<file path="config.mk">
export PLATFORM = sky130hd
export DESIGN_NAME = ldst_exunit
export DESIGN_NICKNAME = d
export VERILOG_FILES = /design/src/rtl/ldst_exunit_pkg.sv /design/src/rtl/ldst_exunit_store_buffer.sv /design/src/rtl/ldst_exunit.sv
export SDC_FILE = /design/constraint.sdc
export NUM_CORES = 1
export LEC_CHECK = 0
export ABC_AREA = 1
export CORE_MARGIN = 3
export CORE_UTILIZATION = 30
export DETAILED_ROUTE_END_ITERATION = 8
export HOLD_SLACK_MARGIN = 0.12
export PLACE_DENSITY = 0.5
export SYNTH_ARGS = -nofsm -noshare
export SYNTH_HDL_FRONTEND = slang
export SYNTH_SLANG_ARGS = --single-unit
</file>
<file path="constraint.sdc">
create_clock -name clk -period 6.9 [get_ports clk]
set_input_delay 1.38 -clock clk [delete_from_list [all_inputs] [get_ports clk]]
set_output_delay 1.38 -clock clk [all_outputs]
set_load 0.03 [all_outputs]
</file>
<file path="src/rtl/ldst_exunit_pkg.sv">
// ldst_exunit_pkg
// Shared widths and store-buffer geometry for the load/store execution unit,
// plus the word-address helper used by both the adder stage and the buffer.
// No ports.
package ldst_exunit_pkg;

    localparam int RV32_DATA_WIDTH = 32;
    localparam int RRF_ENT_SEL     = 6;
    localparam int SB_ENT_NUM      = 4;
    localparam int SB_ENT_SEL      = 2;
    localparam int WADDR_W         = RV32_DATA_WIDTH - 2;

    // Word-only accesses: the byte offset never takes part in matching or draining.
    function automatic logic [WADDR_W-1:0] word_addr(input logic [RV32_DATA_WIDTH-1:0] a);
        return a[RV32_DATA_WIDTH-1:2];
    endfunction

endpackage

</file>
<file path="src/rtl/ldst_exunit_store_buffer.sv">
// store_buffer
// In-order store buffer: circular storage with head/tail pointers, an entry
// count and a committed count. Committed entries drain from the head whenever
// no load owns the memory port. Also performs the youngest-match forward search
// for a load in the same cycle.
// Ports:
//   clk, rst_n       clock, synchronous active-low reset
//   i_push           accept a store at tail ({i_push_waddr, i_push_data})
//   i_commit         oldest uncommitted store retires
//   i_ld_acc         a load is using the memory port this cycle (blocks drain)
//   i_srch_waddr     word address of the load being searched
//   o_full           count == SB_ENT_NUM
//   o_drain          head entry is written to memory this cycle
//   o_drain_addr/_data  head entry contents
//   o_fwd_hit/_data  youngest matching entry for the load search
module store_buffer
    import ldst_exunit_pkg::*;
(
    input  logic                       clk,
    input  logic                       rst_n,
    input  logic                       i_push,
    input  logic [WADDR_W-1:0]         i_push_waddr,
    input  logic [RV32_DATA_WIDTH-1:0] i_push_data,
    input  logic                       i_commit,
    input  logic                       i_ld_acc,
    input  logic [WADDR_W-1:0]         i_srch_waddr,
    output logic                       o_full,
    output logic                       o_drain,
    output logic [RV32_DATA_WIDTH-1:0] o_drain_addr,
    output logic [RV32_DATA_WIDTH-1:0] o_drain_data,
    output logic                       o_fwd_hit,
    output logic [RV32_DATA_WIDTH-1:0] o_fwd_data
);

    logic [WADDR_W-1:0]         r_waddr [SB_ENT_NUM];
    logic [RV32_DATA_WIDTH-1:0] r_data  [SB_ENT_NUM];
    logic [SB_ENT_SEL-1:0]      r_head;
    logic [SB_ENT_SEL-1:0]      r_tail;
    logic [SB_ENT_SEL:0]        r_count;
    logic [SB_ENT_SEL:0]        r_com_cnt;

    logic w_commit;

    // A commit with nothing left to commit is dropped rather than corrupting the count.
    assign w_commit = i_commit & (r_com_cnt < r_count);

    // Gated by rst_n so a reset cycle never leaks a write of a discarded entry.
    assign o_drain      = rst_n & (r_com_cnt != '0) & ~i_ld_acc;
    assign o_full       = (r_count == (SB_ENT_SEL+1)'(SB_ENT_NUM));
    assign o_drain_addr = {r_waddr[r_head], 2'b00};
    assign o_drain_data = r_data[r_head];

    // Walk from head (oldest) to tail-1 (youngest); a later match overrides,
    // so the youngest matching store wins.
    always_comb begin
        logic [SB_ENT_SEL-1:0] idx;
        idx        = '0;
        o_fwd_hit  = 1'b0;
        o_fwd_data = '0;
        for (int i = 0; i < SB_ENT_NUM; i++) begin
            idx = r_head + SB_ENT_SEL'(i);
            if (((SB_ENT_SEL+1)'(i) < r_count) && (r_waddr[idx] == i_srch_waddr)) begin
                o_fwd_hit  = 1'b1;
                o_fwd_data = r_data[idx];
            end
        end
    end

    always_ff @(posedge clk) begin
        if (!rst_n) begin
            r_head    <= '0;
            r_tail    <= '0;
            r_count   <= '0;
            r_com_cnt <= '0;
        end else begin
            if (i_push)
                r_tail <= r_tail + 1'b1;
            if (o_drain)
                r_head <= r_head + 1'b1;
            r_count   <= r_count + (SB_ENT_SEL+1)'(i_push) - (SB_ENT_SEL+1)'(o_drain);
            r_com_cnt <= r_com_cnt + (SB_ENT_SEL+1)'(w_commit) - (SB_ENT_SEL+1)'(o_drain);
        end
    end

    // Entry payload carries no reset; validity is defined by head/count alone.
    always_ff @(posedge clk) begin
        if (i_push) begin
            r_waddr[r_tail] <= i_push_waddr;
            r_data[r_tail]  <= i_push_data;
        end
    end

    always_ff @(posedge clk) begin
        if (rst_n && i_commit)
            assert (r_com_cnt < r_count)
            else $error("store_buffer: commit with no uncommitted entry");
    end

endmodule

</file>
<file path="src/rtl/ldst_exunit.sv">
// ldst_exunit
// Load/store execution unit. Computes rs1 + imm, arbitrates the single-port
// dmem between loads (priority) and store-buffer drains, and registers the
// load/store completion broadcasts.
// Ports:
//   clk, rst_n                      clock, synchronous active-low reset
//   i_issue_vld / o_issue_rdy       issue handshake from the reservation station
//   i_rs1_srcopr, i_imm             address operands
//   i_rs2_srcopr                    store data
//   i_is_st, i_rrftag               op kind and destination/ROB tag
//   i_com_st                        oldest uncommitted store retires
//   o_dmem_*                        single-port dmem request (read or drain write)
//   i_dmem_rdata                    read data, one cycle after o_dmem_rd_en
//   o_exfin_ld, o_ex_ld_rrftag, o_exfin_ld_res   load completion
//   o_exfin_st, o_ex_st_rrftag                   store completion
module ldst_exunit
    import ldst_exunit_pkg::*;
(
    input  logic                       clk,
    input  logic                       rst_n,
    input  logic                       i_issue_vld,
    output logic                       o_issue_rdy,
    input  logic [RV32_DATA_WIDTH-1:0] i_rs1_srcopr,
    input  logic [RV32_DATA_WIDTH-1:0] i_rs2_srcopr,
    input  logic [RV32_DATA_WIDTH-1:0] i_imm,
    input  logic                       i_is_st,
    input  logic [RRF_ENT_SEL-1:0]     i_rrftag,
    input  logic                       i_com_st,
    output logic                       o_dmem_rd_en,
    output logic                       o_dmem_wr_en,
    output logic [RV32_DATA_WIDTH-1:0] o_dmem_addr,
    output logic [RV32_DATA_WIDTH-1:0] o_dmem_wdata,
    input  logic [RV32_DATA_WIDTH-1:0] i_dmem_rdata,
    output logic                       o_exfin_ld,
    output logic [RRF_ENT_SEL-1:0]     o_ex_ld_rrftag,
    output logic [RV32_DATA_WIDTH-1:0] o_exfin_ld_res,
    output logic                       o_exfin_st,
    output logic [RRF_ENT_SEL-1:0]     o_ex_st_rrftag
);

    logic [RV32_DATA_WIDTH-1:0] w_addr;
    logic                       w_accept;
    logic                       w_ld_acc;
    logic                       w_st_acc;
    logic                       w_full;
    logic                       w_drain;
    logic [RV32_DATA_WIDTH-1:0] w_drain_addr;
    logic [RV32_DATA_WIDTH-1:0] w_drain_data;
    logic                       w_fwd_hit;
    logic [RV32_DATA_WIDTH-1:0] w_fwd_data;

    logic                       r_exfin_ld_p1;
    logic [RRF_ENT_SEL-1:0]     r_ld_tag_p1;
    logic                       r_ld_hit_p1;
    logic [RV32_DATA_WIDTH-1:0] r_ld_fwd_p1;
    logic                       r_exfin_st_p1;
    logic [RRF_ENT_SEL-1:0]     r_st_tag_p1;

    // ---- stage p0: address, accept, port arbitration ----
    assign w_addr      = i_rs1_srcopr + i_imm;
    assign o_issue_rdy = ~w_full;
    assign w_accept    = rst_n & i_issue_vld & o_issue_rdy;
    assign w_ld_acc    = w_accept & ~i_is_st;
    assign w_st_acc    = w_accept &  i_is_st;

    store_buffer u_sb (
        .clk          (clk),
        .rst_n        (rst_n),
        .i_push       (w_st_acc),
        .i_push_waddr (word_addr(w_addr)),
        .i_push_data  (i_rs2_srcopr),
        .i_commit     (i_com_st),
        .i_ld_acc     (w_ld_acc),
        .i_srch_waddr (word_addr(w_addr)),
        .o_full       (w_full),
        .o_drain      (w_drain),
        .o_drain_addr (w_drain_addr),
        .o_drain_data (w_drain_data),
        .o_fwd_hit    (w_fwd_hit),
        .o_fwd_data   (w_fwd_data)
    );

    // The drain is already suppressed on a load cycle, so the two enables are exclusive.
    assign o_dmem_rd_en = w_ld_acc;
    assign o_dmem_wr_en = w_drain;
    assign o_dmem_addr  = w_ld_acc ? w_addr : (w_drain ? w_drain_addr : '0);
    assign o_dmem_wdata = w_drain ? w_drain_data : '0;

    // ---- stage p1: completion registers ----
    always_ff @(posedge clk) begin
        if (!rst_n) begin
            r_exfin_ld_p1 <= 1'b0;
            r_ld_tag_p1   <= '0;
            r_ld_hit_p1   <= 1'b0;
            r_ld_fwd_p1   <= '0;
            r_exfin_st_p1 <= 1'b0;
            r_st_tag_p1   <= '0;
        end else begin
            r_exfin_ld_p1 <= w_ld_acc;
            r_exfin_st_p1 <= w_st_acc;
            if (w_ld_acc) begin
                r_ld_tag_p1 <= i_rrftag;
                r_ld_hit_p1 <= w_fwd_hit;
                r_ld_fwd_p1 <= w_fwd_data;
            end
            if (w_st_acc)
                r_st_tag_p1 <= i_rrftag;
        end
    end

    assign o_exfin_ld     = r_exfin_ld_p1;
    assign o_ex_ld_rrftag = r_ld_tag_p1;
    assign o_exfin_ld_res = r_exfin_ld_p1 ? (r_ld_hit_p1 ? r_ld_fwd_p1 : i_dmem_rdata) : '0;
    assign o_exfin_st     = r_exfin_st_p1;
    assign o_ex_st_rrftag = r_st_tag_p1;

    always_ff @(posedge clk) begin
        if (rst_n && i_issue_vld)
            assert (o_issue_rdy)
            else $error("ldst_exunit: issue while not ready");
    end

endmodule

</file>
==> summary.txt, run 1 <==
Nets: 3852
Share of cells above drive strength 1: 7.22%
Gate count of the mapped netlist: 3503
H-tree Lvls: 2
Commonest non-fill, non-tap cell in the layout: nand2_1
Setup TNS: 0 ns
Core footprint: 0.0765 mm2
Number of max-cap violations: 0
Core Rows: 101
Status: finished clean
Critical Path AT: 4.46 ns
Chip Width: 285 um
Critical path fanouts, max: 36
Clk sinks: 307
Largest stage delay on the critical path: 0.68 ns
Critical path capture point type: output port
Cell Pwr Density: 310 mW/mm2
Reg-to-reg slack, setup: 2.14 ns
Worst-Margin Slew: 1.11 ns
Gr ovfl total: 0
Largest net degree at the start of global routing: 93
Post-CTS Hold Buffers: 0
Worst skew pair latency: 0.58 ns
Delay-heaviest family, CP: buffers and inverters
Crit-path slowest cell: clkdlybuf4s50_1
Clk pwr share: 23.1%
Wirelength per Cell: 19.1 um
Pins Over Slew Limit: 0
Top cells by area, synth: edfxtp_1 (32%), nand2_1 (19%), inv_1 (6.9%)
Worst hold path class: register to register
Distinct cell type count after synthesis: 48
Leak Pwr: 0.0126 uW
Drc violations: 0
Cts bufs inserted: 38
Initial antenna violation count: 3
First-pass GRT wire length: 135000 um
Clock skew: 0.0225 ns
Crit start category: input pin
Area post-placement: 0.0266 mm2
Fraction of registers with async set/reset: 0%
Synthesis-to-finish area growth: 19.4%
Most frequent cells in the layout: nand2_1 (1204), inv_1 (425), nor2_1 (366), o21ai_0 (272), edfxtp_1 (248)
Syn. warnings: 0
CTS clk-pin slew, worst paths: 0.06 ns
Gpl congestion: 0.891
Clock period minus worst slack: 5.84 ns
Post-Syn Nets: 3688
ANT nets after route: 0
I/O pin count: 252
PortBufs: 251
Vias: 23515
Combinational Power Share: 51.5%
Vias in the first global route: 21917
P_sw: 4050 uW
Crit path cell chain: clkdlybuf4s50_1, nand2_1, inv_1, nand2_1, nor2_4, clkinv_1, buf_4, nand2_2, buf_4, nor2_1, clkdlybuf4s50_1
Die Area: 0.0810 mm2
Post-CTS sizing: 0
Req. time, crit path: 5.52 ns
Clock buffer depth: 3
RSZ-0062 raised after global routing: no
Total track usage: 21.6%
Worst Path Buf+Inv: 6
DP HPWL: 60200 um
DR iter-0 viols: 1923
Main flop type after synthesis: edfxtp_1
Routed WL: 90400 um
Fin crit share: 84.6%
Worst Path Class, Setup: input pin to output port
Post-Syn Area per Cell: 6.64 um2
Setup repair bufs after CTS: 0
Final core occ: 36.4%
Yosys top cell by area: edfxtp_1
Vias/cell: 4.97
Seq pwr share: 25.4%
Initial Utilization: 30.4%
Flops & latches, synth: 307
P_int: 4570 uW
CTS tree: built
Post-synth EDFFs: 248
Fmax achieved: 0.171 GHz
Fin. Hold Viols: 0
Drt pass-1 iters: 5
Root buffer cell: clkbuf_16
Post-Synthesis Cell Area: 0.0233 mm2
Register area share after synthesis: 37.1%
Maximum vdd ir drop: 0.287 mV
Max transition margin: 25.8%
Die Y: 285 um
Sw Ratio: 47.0%
# setup viols final: 0
Post-route cell area: 0.0278 mm2
Area fraction of the dominant cell type after synthesis: 32.0%
-- synth_stat cells (4+ instances only) --
| library cell | count |
|---|---|
| nand2_1 | 1207 |
| inv_1 | 427 |
| nor2_1 | 371 |
| o21ai_0 | 272 |
| edfxtp_1 | 248 |
| nand3_1 | 193 |
| a21oi_1 | 98 |
| clkbuf_1 | 81 |
| o22ai_1 | 63 |
| dfxtp_1 | 59 |
| buf_2 | 55 |
| ha_1 | 43 |
| a32oi_1 | 41 |
| o21ai_1 | 39 |
| o221ai_1 | 33 |
| inv_2 | 31 |
| nand2_2 | 31 |
| nand3_2 | 23 |
| nand4_1 | 20 |
| nand3b_1 | 19 |
| xor2_1 | 19 |
| buf_1 | 17 |
| buf_4 | 12 |
| o211ai_1 | 12 |
| xnor2_1 | 10 |
| nor3_1 | 9 |
| or2_2 | 9 |
| a221oi_1 | 8 |
| a32o_1 | 7 |
| buf_6 | 7 |
| nor2_2 | 5 |
| o21a_1 | 4 |
| or2_1 | 4 |
-- cell families after synthesis --
| kind of cell | count (synthesis) | synth area share, % |
|---|---|---|
| muxes | 2 | 0.0860 |
| AOI/OAI and AO/OA | 586 | 14.7 |
| and+or+nand+nor | 1901 | 33.6 |
| DFF | 307 | 37.1 |
| buffers and inverters | 632 | 10.9 |
| xor gates and xnor gates | 29 | 1.09 |
| adders and majority gates | 46 | 2.57 |
-- layout make-up --
| class | instances | area [um2] |
|---|---|---|
| antenna | 1 | 2.50 |
| clock buffer | 58 | 1120 |
| clock inverter | 12 | 108 |
| fill | 8232 | 48700 |
| inverter | 460 | 1730 |
| multi-input combinational | 2564 | 12200 |
| sequential | 307 | 8640 |
| tap | 1030 | 1290 |
| timing repair buffer | 296 | 2750 |
-- worst min-delay path, cell delays in order (launching register included) --
cell	delay, ns
dfxtp_1	0.31
nand2_1	0.06
nand2_1	0.04
-- layer usage --
metal	wire, um	up-vias	track usage (%)
li1	-	11722	-
met1	41000	10899	29.5
met2	41200	782	35.5
met3	6150	108	3.72
met4	1930	4	5.25
met5	29	-	0
-- power by group through the flow --
stage | logic (uW) | clock network (uW) | registers [uW]
global route | 4870 | 2110 | 2200
floorplan | 3030 | 0 | 2170
CTS | 4430 | 2040 | 2190
global placement | 4410 | 0 | 2230
detailed placement | 4410 | 0 | 2230
finish | 4440 | 1990 | 2190
-- through the flow --
stage | worst slack, ns | total power, uW | instances | hold WS (ns)
after floorplan | 1.92 | 5200 | 3503 | 0.427
after global placement | 1.08 | 6640 | 4657 | 0.444
after detailed placement | 1.00 | 6640 | 4657 | 0.442
after CTS | 1.09 | 8660 | 4727 | 0.455
after global routing | 0.925 | 9180 | 4727 | 0.471
final | 1.06 | 8620 | 4728 | 0.451
-- flip-flops by register name, summed over array words and instances (netlist names), 2 cells and up, named ones only --
name and flops:
o_ex_ld_rrftag 6, o_ex_st_rrftag 6, r_ld_fwd_p1 32, u_sb.r_com_cnt 3, u_sb.r_count 3, u_sb.r_data 128
u_sb.r_head 2, u_sb.r_tail 2, u_sb.r_waddr 120
-- path summary, 6_finish.rpt --
path / start / endpoint / cells past startpoint
worst max-delay path: rst_n / o_dmem_wdata[4] / 11
worst min register to register: r_ld_fwd_p1[3]$_SDFFE_PN0P_ / r_ld_fwd_p1[3]$_SDFFE_PN0P_ / 2
worst max register to register: u_sb.r_head[0]$_SDFFE_PN0P_ / r_ld_fwd_p1[28]$_SDFFE_PN0P_ / 17
worst min-delay path: r_ld_fwd_p1[3]$_SDFFE_PN0P_ / r_ld_fwd_p1[3]$_SDFFE_PN0P_ / 2
Power figures use the tool's default switching activity.
==> run 2, diff against run 1 <==
==> constraint.sdc (replaced) <==
create_clock -name clk -period 5.6 [get_ports clk]
set_input_delay 1.12 -clock clk [delete_from_list [all_inputs] [get_ports clk]]
set_output_delay 1.12 -clock clk [all_outputs]
set_load 0.03 [all_outputs]
==> summary.txt, run 2 (same netlist as run 1, synthesis figures left out) <==
Status: finished clean
H-tree Lvls: 2 (unchanged)
Drt pass-1 iters: 6 (+1)
Worst-Margin Slew: 0.972 ns (-0.139 ns)
Largest register FFs: 128 (unchanged)
Worst skew pair latency: 0.58 ns (about the same)
Fin. Hold Viols: 0 (unchanged)
Power consumption: 10800 uW (+26%)
Final worst slack: 0.542 ns (-0.522 ns)
I/O pin count: 252 (unchanged)
First-pass GRT wire length: 137000 um (+1.6%)
Total track usage: 21.9% (+0.33 points)
Gpl congestion: 0.874 (-1.9%)
RSZ-0062 raised after global routing: no
CTS tree: built
Die Y: 285 um (unchanged)
Post-CTS Hold Buffers: 0 (unchanged)
Share of cells above drive strength 1: 7.47% (+0.25 points)
Leak Pwr: 0.0127 uW (+0.83%)
Worst r2r src: u_sb.r_head[0]$_SDFFE_PN0P_
Fin cells: 4738 (+0.21%)
Clock period minus worst slack: 5.06 ns
WHS Path Cells: 2 (unchanged)
Setup TNS: 0 ns (unchanged)
Synthesis-to-finish area growth: 20.3%
Crit path cell chain: clkdlybuf4s50_1, ha_1, fa_1, nand2_1, nand2_1, nand3_1, nand2_2, nand2_2, nand2_2, nand2_1, nand3_1, nand2_2, a22o_1, buf_4
Crit path top cell by count: nand2_2
Antenna cells: 0 (-1)
Reg2Reg Capture Point: r_ld_fwd_p1[14]$_SDFFE_PN0P_
Largest stage delay on the critical path: 0.47 ns (-0.21 ns)
Die Area: 0.0810 mm2 (unchanged)
Worst-case reg-to-reg path depth: 19 (+2)
Vias: 23544 (+0.12%)
Clock buffer depth: 3 (unchanged)
Reg with most FFs: u_sb.r_data
Largest net degree at the start of global routing: 92 (-1.1%)
Gr ovfl total: 0 (unchanged)
Clock skew: 0.0310 ns (+0.00849 ns)
Setup repair bufs after CTS: 0 (unchanged)
Critical path capture point type: output port
Regs by FF count: u_sb.r_data x128, u_sb.r_waddr x120, r_ld_fwd_p1 x32
Worst Path Buf+Inv: 2 (-4)
Vias/cell: 4.97 (about the same)
Chip Width: 285 um (unchanged)
Critical Path AT: 3.94 ns (-0.52 ns)
Cts bufs inserted: 39 (+2.6%)
Root buffer cell: clkbuf_16
Placed instance count: 4666 (+0.19%)
# setup viols final: 0 (unchanged)
Req. time, crit path: 4.48 ns (-1.04 ns)
Fmax achieved: 0.198 GHz
Worst Hold Path EP: r_ld_fwd_p1[0]$_SDFFE_PN0P_
Fillers: 8167 (-0.79%)
Most frequent cells in the layout: nand2_1 (1204), inv_1 (426), nor2_1 (366), o21ai_0 (272), edfxtp_1 (248)
Max transition margin: 35.1% (+9.2 points)
Initial Utilization: 30.4% (unchanged)
ANT nets after route: 0 (unchanged)
Initial antenna violation count: 1 (-2)
Reg-to-reg slack, setup: 1.13 ns (-1.01 ns)
Commonest non-fill, non-tap cell in the layout: nand2_1
Routed WL: 91500 um (+1.2%)
Core footprint: 0.0765 mm2 (unchanged)
Wirelength per Cell: 19.3 um (+0.97%)
Worst Path Class, Setup: input pin to output port
PortBufs: 251 (unchanged)
Crit start category: input pin
Cell Pwr Density: 387 mW/mm2 (+25%)
Number of max-cap violations: 0 (unchanged)
Clk sinks: 307 (unchanged)
DR iter-0 viols: 2084 (+8.4%)
Delay-heaviest family, CP: simple AND/OR/NAND/NOR gates
DP HPWL: 61600 um (+2.3%)
Drc violations: 0 (unchanged)
Pre-CTS setup slack: 0.562 ns (-0.440 ns)
Vias in the first global route: 21984 (+0.31%)
Fin crit share: 90.3%
Core Rows: 101 (unchanged)
Maximum vdd ir drop: 0.248 mV (-14%)
Critical path fanouts, max: 9 (-75%)
CTS clk-pin slew, worst paths: 0.06 ns (about the same)
Hold_ws: 0.451 ns (+0.0000140 ns)
Nets: 3862 (+0.26%)
Pins Over Slew Limit: 0 (unchanged)
Worst hold path class: register to register
Post-CTS sizing: 0 (unchanged)
Crit-path slowest cell: fa_1
Min-delay src: r_ld_fwd_p1[0]$_SDFFE_PN0P_
[run 2: worst min-delay path, cell delays in order, from the launching register on]
cell	delay, ns
dfxtp_1	0.31
nand2_1	0.06
nand2_1	0.04
[run 2: final cells by class]
| cell class | instances | area [um2] | area share [%] |
|---|---|---|---|
| multi-input combinational | 2564 | 12200 | 43.4 |
| sequential | 307 | 8640 | 30.8 |
| timing repair buffer | 305 | 2890 | 10.3 |
| inverter | 460 | 1730 | 6.17 |
| tap | 1030 | 1290 | 4.60 |
| clock buffer | 56 | 1120 | 4.01 |
| clock inverter | 16 | 175 | 0.626 |
[run 2: power breakdown]
group | internal [uW] | switching (uW)
sequential | 2580 | 130
combinational | 1680 | 3850
clock | 1540 | 1050
[run 2: metrics by stage]
step	cell area [um2]	utilization, %
CTS	28000	36.6
global placement	26700	34.9
floorplan	23300	-
global route	28000	36.6
detailed placement	26700	34.9
finish	28000	36.6
[run 2: how the worst max path moves through the flow]
| stage | from | end | slack, ns | depth (start not counted) |
|---|---|---|---|---|
| after floorplan | i_issue_vld | u_sb.r_data[0][0]$_DFFE_PP_ | 0.88 | 5 |
| after global placement | i_rs1_srcopr[0] | o_dmem_addr[30] | 0.60 | 14 |
| after detailed placement | i_rs1_srcopr[0] | r_ld_fwd_p1[31]$_SDFFE_PN0P_ | 0.56 | 22 |
| after CTS | i_rs1_srcopr[0] | o_dmem_addr[30] | 0.58 | 14 |
| after global routing | i_rs1_srcopr[0] | o_dmem_addr[30] | 0.39 | 14 |
| final | i_rs1_srcopr[0] | o_dmem_addr[30] | 0.54 | 14 |
[run 2: layer usage]
metal  track usage, %  vias up  wire (um)
met5                0        -         17
li1                 -    11758          -
met2             36.0      801      41600
met4             5.52        2       1890
met1             30.3    10889      41700
met3             2.97       94       6240
